==> src/rtl/rpn_pkg.sv <==
// Shared opcode, error-code and state definitions for the RPN sequencer and
// the stack ALU it drives.
package rpn_pkg;

    localparam logic [2:0] OP_NOP  = 3'b000;
    localparam logic [2:0] OP_ADD  = 3'b100;
    localparam logic [2:0] OP_MUL  = 3'b101;
    localparam logic [2:0] OP_PUSH = 3'b110;
    localparam logic [2:0] OP_POP  = 3'b111;

    localparam logic [2:0] ERR_OK        = 3'd0;
    localparam logic [2:0] ERR_UNDERFLOW = 3'd1;
    localparam logic [2:0] ERR_FULL      = 3'd2;
    localparam logic [2:0] ERR_OVF       = 3'd3;
    localparam logic [2:0] ERR_UNBAL     = 3'd4;

    typedef enum logic [2:0] {
        S_IDLE,
        S_RUN,
        S_FLUSH,
        S_END,
        S_DRAIN,
        S_CAPTURE,
        S_RESULT
    } state_t;

endpackage

==> src/rtl/rpn_depth_tracker.sv <==
// Mirror of the ALU stack depth, with the flags needed to judge a token's
// legality before it is issued.
module rpn_depth_tracker #(
    parameter int STACK_SIZE = 64,
    parameter int DEPTH_W    = $clog2(STACK_SIZE + 1)
) (
    input  logic               clk,
    input  logic               rst_n,
    input  logic               push,
    input  logic               pop,
    input  logic               clr,
    output logic [DEPTH_W-1:0] depth,
    output logic               full,
    output logic               lt2,
    output logic               empty
);

    logic [DEPTH_W-1:0] depth_q;
    logic [DEPTH_W-1:0] depth_d;

    assign depth = depth_q;
    assign full  = (depth_q == DEPTH_W'(STACK_SIZE));
    assign lt2   = (depth_q < DEPTH_W'(2));
    assign empty = (depth_q == '0);

    // pop covers both a real pop and a binary op (two in, one out)
    always_comb begin
        depth_d = depth_q;
        if (clr) begin
            depth_d = '0;
        end else if (push && !full) begin
            depth_d = depth_q + DEPTH_W'(1);
        end else if (pop && !empty) begin
            depth_d = depth_q - DEPTH_W'(1);
        end
    end

    always_ff @(posedge clk or negedge rst_n) begin
        if (!rst_n) begin
            depth_q <= '0;
        end else begin
            depth_q <= depth_d;
        end
    end

endmodule

==> src/rtl/rpn_sequencer.sv <==
// Runs reverse-Polish token streams on the stack ALU, rejecting illegal tokens
// before issue and returning the final value with an error code.
module rpn_sequencer
    import rpn_pkg::*;
#(
    parameter int DATA_WIDTH = 8,
    parameter int STACK_SIZE = 64
) (
    input  logic                               clk,
    input  logic                               rst_n,
    input  logic                               tok_valid,
    output logic                               tok_ready,
    input  logic [2:0]                         tok_op,
    input  logic [DATA_WIDTH-1:0]              tok_data,
    input  logic                               tok_last,
    output logic [2:0]                         alu_opcode,
    output logic [DATA_WIDTH-1:0]              alu_input_data,
    input  logic [DATA_WIDTH-1:0]              alu_output_data,
    input  logic                               alu_overflow,
    output logic                               res_valid,
    input  logic                               res_ready,
    output logic [DATA_WIDTH-1:0]              res_data,
    output logic [2:0]                         res_err,
    output logic                               busy,
    output logic [$clog2(STACK_SIZE+1)-1:0]    depth
);

    localparam int DEPTH_W = $clog2(STACK_SIZE + 1);

    state_t                  state_q, state_d;
    logic                    wait_q, wait_d;
    logic [1:0]              pend_q, pend_d;
    logic [2:0]              err_latch_q, err_d;
    logic [2:0]              alu_opcode_q, alu_opcode_d;
    logic [DATA_WIDTH-1:0]   alu_input_data_q, alu_input_data_d;
    logic                    res_valid_q, res_valid_d;
    logic [DATA_WIDTH-1:0]   res_data_q, res_data_d;
    logic [2:0]              res_err_q, res_err_d;
    logic                    tok_ready_q, tok_ready_d;
    logic                    busy_q, busy_d;

    logic                    trk_push, trk_pop, trk_clr;
    logic [DEPTH_W-1:0]      trk_depth;
    logic                    trk_full, trk_lt2, trk_empty;

    logic                    hs, is_push, is_bin, ovf_hit;
    logic [2:0]              err_cur, tok_err;

    rpn_depth_tracker #(
        .STACK_SIZE (STACK_SIZE),
        .DEPTH_W    (DEPTH_W)
    ) u_depth (
        .clk   (clk),
        .rst_n (rst_n),
        .push  (trk_push),
        .pop   (trk_pop),
        .clr   (trk_clr),
        .depth (trk_depth),
        .full  (trk_full),
        .lt2   (trk_lt2),
        .empty (trk_empty)
    );

    assign tok_ready      = tok_ready_q;
    assign alu_opcode     = alu_opcode_q;
    assign alu_input_data = alu_input_data_q;
    assign res_valid      = res_valid_q;
    assign res_data       = res_data_q;
    assign res_err        = res_err_q;
    assign busy           = busy_q;
    assign depth          = trk_depth;

    assign hs      = tok_valid && tok_ready_q;
    assign is_push = (tok_op == OP_PUSH);
    assign is_bin  = (tok_op == OP_ADD) || (tok_op == OP_MUL);
    // pend_q[1] marks the edge where the ALU flag for an issued binop is readable
    assign ovf_hit = pend_q[1] && alu_overflow && (err_latch_q == ERR_OK);
    assign err_cur = ovf_hit ? ERR_OVF : err_latch_q;

    always_comb begin
        tok_err = ERR_OK;
        if (is_push) begin
            tok_err = trk_full ? ERR_FULL : ERR_OK;
        end else if (is_bin) begin
            tok_err = trk_lt2 ? ERR_UNDERFLOW : ERR_OK;
        end else begin
            tok_err = ERR_UNDERFLOW;
        end
    end

    always_comb begin
        state_d          = state_q;
        wait_d           = 1'b0;
        pend_d           = {pend_q[0], 1'b0};
        err_d            = err_cur;
        alu_opcode_d     = OP_NOP;
        alu_input_data_d = '0;
        res_valid_d      = res_valid_q;
        res_data_d       = res_data_q;
        res_err_d        = res_err_q;
        trk_push         = 1'b0;
        trk_pop          = 1'b0;
        trk_clr          = 1'b0;

        case (state_q)
            S_IDLE, S_RUN: begin
                if (hs) begin
                    if (err_cur != ERR_OK) begin
                        state_d = tok_last ? S_END : S_FLUSH;
                    end else if (tok_err != ERR_OK) begin
                        err_d   = tok_err;
                        state_d = tok_last ? S_END : S_FLUSH;
                    end else begin
                        alu_opcode_d     = tok_op;
                        alu_input_data_d = tok_data;
                        trk_push         = is_push;
                        trk_pop          = is_bin;
                        pend_d[0]        = is_bin;
                        state_d          = tok_last ? S_END : S_RUN;
                    end
                end else if (err_cur != ERR_OK) begin
                    state_d = S_FLUSH;
                end
            end
            S_FLUSH: begin
                if (hs && tok_last) begin
                    state_d = S_END;
                end
            end
            S_END: begin
                if (!wait_q) begin
                    wait_d = 1'b1;
                end else if (err_cur == ERR_OK && trk_depth == DEPTH_W'(1)) begin
                    alu_opcode_d = OP_POP;
                    trk_pop      = 1'b1;
                    state_d      = S_CAPTURE;
                end else begin
                    if (err_cur == ERR_OK) begin
                        err_d = ERR_UNBAL;
                    end
                    if (!trk_empty) begin
                        state_d = S_DRAIN;
                    end else begin
                        res_valid_d = 1'b1;
                        res_data_d  = '0;
                        res_err_d   = (err_cur == ERR_OK) ? ERR_UNBAL : err_cur;
                        state_d     = S_RESULT;
                    end
                end
            end
            S_DRAIN: begin
                if (!trk_empty) begin
                    alu_opcode_d = OP_POP;
                    trk_pop      = 1'b1;
                end else begin
                    res_valid_d = 1'b1;
                    res_data_d  = '0;
                    res_err_d   = err_latch_q;
                    state_d     = S_RESULT;
                end
            end
            S_CAPTURE: begin
                // the pop lands in the ALU one edge after issue; read it one edge later
                if (!wait_q) begin
                    wait_d = 1'b1;
                end else begin
                    res_data_d  = alu_output_data;
                    res_err_d   = ERR_OK;
                    res_valid_d = 1'b1;
                    trk_clr     = 1'b1;
                    state_d     = S_RESULT;
                end
            end
            S_RESULT: begin
                if (res_ready) begin
                    res_valid_d = 1'b0;
                    res_err_d   = ERR_OK;
                    err_d       = ERR_OK;
                    state_d     = S_IDLE;
                end
            end
            default: begin
                state_d = S_IDLE;
            end
        endcase

        tok_ready_d = (state_d == S_IDLE) || (state_d == S_RUN) || (state_d == S_FLUSH);
        busy_d      = (state_d != S_IDLE);
    end

    always_ff @(posedge clk or negedge rst_n) begin
        if (!rst_n) begin
            state_q          <= S_IDLE;
            wait_q           <= 1'b0;
            pend_q           <= 2'b00;
            err_latch_q      <= ERR_OK;
            alu_opcode_q     <= OP_NOP;
            alu_input_data_q <= '0;
            res_valid_q      <= 1'b0;
            res_data_q       <= '0;
            res_err_q        <= ERR_OK;
            tok_ready_q      <= 1'b1;
            busy_q           <= 1'b0;
        end else begin
            state_q          <= state_d;
            wait_q           <= wait_d;
            pend_q           <= pend_d;
            err_latch_q      <= err_d;
            alu_opcode_q     <= alu_opcode_d;
            alu_input_data_q <= alu_input_data_d;
            res_valid_q      <= res_valid_d;
            res_data_q       <= res_data_d;
            res_err_q        <= res_err_d;
            tok_ready_q      <= tok_ready_d;
            busy_q           <= busy_d;
        end
    end

endmodule
==> config.mk <==
export PLATFORM = sky130hd
export DESIGN_NAME = rpn_sequencer
export DESIGN_NICKNAME = d
export VERILOG_FILES = /design/src/rtl/rpn_pkg.sv /design/src/rtl/rpn_depth_tracker.sv /design/src/rtl/rpn_sequencer.sv
export SDC_FILE = /design/constraint.sdc
export NUM_CORES = 1
export LEC_CHECK = 0
export ABC_CLOCK_PERIOD_IN_PS = 2000
export CAP_MARGIN = 20
export CORE_ASPECT_RATIO = 0.8
export CORE_MARGIN = 3
export CORE_UTILIZATION = 25
export CTS_BUF_LIST = sky130_fd_sc_hd__clkbuf_2 sky130_fd_sc_hd__clkbuf_4 sky130_fd_sc_hd__clkbuf_8
export DETAILED_ROUTE_END_ITERATION = 10
export DONT_BUFFER_PORTS = 1
export GPL_TIMING_DRIVEN = 0
export PLACE_DENSITY = 0.52
export SETUP_SLACK_MARGIN = 0.2
export SYNTH_ARGS = -nofsm -noshare
export SYNTH_HDL_FRONTEND = slang
export SYNTH_SLANG_ARGS = --single-unit
==> constraint.sdc <==
create_clock -name clk -period 2 [get_ports clk]
set_clock_uncertainty 0.05 [all_clocks]
set_input_delay 0.1 -clock clk [delete_from_list [all_inputs] [get_ports clk]]
set_output_delay 0.1 -clock clk [all_outputs]
set_load 0.03 [all_outputs]
==> flow_summary.yaml <==
global_routing:
  grt_pass1_wl_mm: 9.56
  track_usage: 0.126
  grt_max_degree: 42
  antenna_found_initial: 0
  grt_pass1_vias: 1816
  overflow: 0
critical_path:
  crit_type: "flop to flop"
  crit_chain: "nor4_4, buf_4, buf_6, nand2_8, a31oi_4, nor3b_2, a311oi_2, buf_4, mux2_4"
  rr_worst_depth: 9
  end_kind: "flop"
  worst-endpoint-required_ns: 2.14
  cp.depth: 9
  critPathBufInv: 3
  cpMostUsedCell: "buf_4"
  start_kind: "flop"
  reg2reg_to: "res_err[0]"
  arrival_ns: 2.40
  cp_slowest_stage_delay_ns: 0.53
  slowest_stage: "dfrtp_2"
  cp-endpoint: "res_err[0]"
  worstPathMaxFanout: 8
  r2r_slack_ns: -0.26
  worstReg2RegStart: "u_depth.depth[2]"
  crit_family: "flip-flops"
  cp-startpoint: "u_depth.depth[2]"
yosys:
  ys.flop_type: "dfrtp_1"
  synth_cell_types: 49
  synth_cells: 225
  synth.most_common_cell: "nand2_1"
  syn_nets: 253
  synth-seq-cells: 41
  yosys-top-cells-count: "nand2_1 (43), dfrtp_1 (40), nor2_1 (16)"
  synth_area_um2: 2150
  yosys_warnings: 0
  avgSynthCellArea_um2: 9.56
  synth_top_area_share: 0.465
  yosysTopAreaCell: "dfrtp_1"
  yosysSeqAreaShare: 0.477
  synth_edf_count: 0
  async_reset_ff_frac: 1.00
  synthTopCellsByArea: "dfrtp_1 (47%), nand2_1 (7.5%), a21oi_1 (3.5%)"
power:
  design_power_total_mw: 3.19
  p_int_mw: 1.86
  leakage_nw: 1.32
  p_sw_mw: 1.33
  irDropWorstVdd_mv: 0.401
  p_clk_frac: 0.222
  seq_power_share: 0.424
  p_sw_frac: 0.417
  power_density_nw_per_um2: 1030
  pwr-share-comb: 0.354
finish:
  postLayoutCellArea_um2: 3090
  drive_gt1_frac: 0.346
  utilization: 0.379
  area_growth_pct: 43.7
  seq_area_um2: 1040
  fillers: 795
  diodes: 0
  fin_nets: 307
  multi_input_area_um2: 1280
route:
  num_vias: 1919
  drt-initial-drc-count: 214
  routed_wirelength_mm: 6.31
  top_layer_used: "met4"
  ant_nets: 0
  routed-wl-met3_um: 565
  wl_met2_mm: 2.85
  wl_met1_mm: 2.85
  firstDrtPassIters: 4
  routedWlPerCell_um: 16.3
  viasPerCell: 4.95
  drc_errors: 0
cts:
  h-tree-depth: 2
  cts_root_buf: "clkbuf_8"
  cts_buffers: 5
  cts_tree: "yes"
  clock_latency_ns: 0.30
  clockBufferDepth: 2
  clk_pin_slew_ns: 0.09
  clock_sinks: 41
sta:
  clock.fmax_mhz: 442
  rsz0062_at_grt: "true"
  maxSlewViolCount: 0
  setup_viol: 20
  fin_crit_sh: 1.13
  relSlewSlack: 0.588
  finalCriticalPeriod_ns: 2.26
  tns_ns: -4.01
  setup_slack_ns: -0.261
  worstMarginPinSlew_ns: 0.615
  hold_slack_ns: 0.0101
  finalHoldViolCount: 0
outcome:
  outcome: "finished with violations"
  violations: "setup timing"
floorplan:
  die_height_um: 89.0
  coreArea_um2: 8160
  ios: 57
  die_area_um2: 9760
  dieWidth_um: 110
  placementRows: 29
  initial_core_util: 0.264
placed_design:
  globalplace.congestion: 0.760
  place_area_um2: 2340
  place_hpwl_mm: 3.88
  numPortBuffers: 0
worst_hold_path:
  min_path_type: "input port to flop"
run:
  max_cap_violations: 0
[layout make-up]
type	count	share of cell area
timing repair buffer	47	0.148
multi-input combinational	171	0.414
tap	108	0.0437
inverter	7	0.00850
clock buffer	5	0.0223
clock inverter	3	0.0150
sequential	41	0.335
buffer	6	0.0134
[state kept, by name, summed over array words and instances, names as in the netlist]
register        count
tok_ready           1
busy                1
alu_opcode          3
alu_input_data      8
res_valid           1
pend_q              2
u_depth.depth       7
wait_q              1
res_err             3
state_q             3
err_latch_q         3
res_data            8
[worst min-delay path, stage by stage]
cell and delay (ns):
o31ai_2 0.06, nand3_2 0.08, or3_1 0.10
[per-layer routing]
metal / global-route usage / vias to the layer above
li1: - / 908
met1: 0.167 / 932
met2: 0.203 / 74
met3: 0.0433 / 5
met4: 0.0238 / 0
met5: 0 / -
[how the worst min path moves through the flow]
stage	from	end	slack, ns	cells past startpoint
2_1_floorplan	rst_n	alu_input_data[0]	-0.25	0
3_3_place_gp	rst_n	alu_input_data[5]	-0.24	0
3_5_place_dp	rst_n	alu_input_data[5]	-0.24	0
4_1_cts	tok_last	state_q[1]	0.008	3
5_1_grt	tok_last	busy	0.02	3
6_report	tok_last	busy	0.01	3
[cells in the final DEF (no fill, tap or decap), drive strengths merged, types with 2 or more instances in the layout]
| cell | Yosys | layout |
|---|---|---|
| nor2b | 4 | 4 |
| a221oi | 2 | 2 |
| a211oi | 3 | 3 |
| nor3b | 4 | 4 |
| inv | 7 | 7 |
| nor2 | 17 | 17 |
| a21o | 3 | 3 |
| a311oi | 2 | 2 |
| mux2 | 3 | 3 |
| ha | 3 | 3 |
| a31oi | 3 | 3 |
| dfrtp | 40 | 40 |
| or3 | 2 | 2 |
| o21ai | 17 | 17 |
| mux2i | 5 | 5 |
| nand3 | 6 | 6 |
| nand2 | 44 | 44 |
| and2 | 10 | 10 |
| nand4 | 5 | 5 |
| and3 | 4 | 4 |
| a21oi | 15 | 15 |
| clkbuf | 2 | 7 |
| nor3 | 3 | 3 |
| dlygate4sd3 | 0 | 21 |
| buf | 4 | 30 |
[metrics by stage]
| step | instances | setup slack (ns) |
|---|---|---|
| floorplan | 225 | -0.142 |
| global placement | 333 | -0.447 |
| detailed placement | 333 | -0.492 |
| CTS | 382 | -0.264 |
| global route | 388 | -0.319 |
| finish | 388 | -0.261 |
[power by group through the flow]
stage                     Clock, mW  Sequential [mW]  Combinational [mW]
after CTS                     0.723             1.35                1.05
after detailed placement          0             1.36               0.753
after global routing          0.764             1.38                1.23
final                         0.709             1.35                1.13
after global placement            0             1.36               0.748
after floorplan                   0             1.30               0.609
[cell families (layout without fill, tap and decap cells)]
group / after synthesis / count (layout) / synth area share
XOR/XNOR: 2 / 2 / 0.00814
adder cells (fa/ha/maj): 3 / 3 / 0.0174
AND/OR/NAND/NOR: 104 / 104 / 0.246
flip-flops: 41 / 41 / 0.477
AO/OA/AOI/OAI: 54 / 54 / 0.185
multiplexers: 8 / 8 / 0.0390
buffers and inverters: 13 / 68 / 0.0273
[what timing repair did]
item | in CTS | in global routing
pin swaps | 10 | 5
gates cloned | 1 | 0
setup buffers | 18 | 6
hold buffers | 22 | 0
resized for setup | 40 | 22
endpoints found under the setup margin | 34 | 35
hold endpoints to repair | 63 | 0
Power figures use the tool's default switching activity.
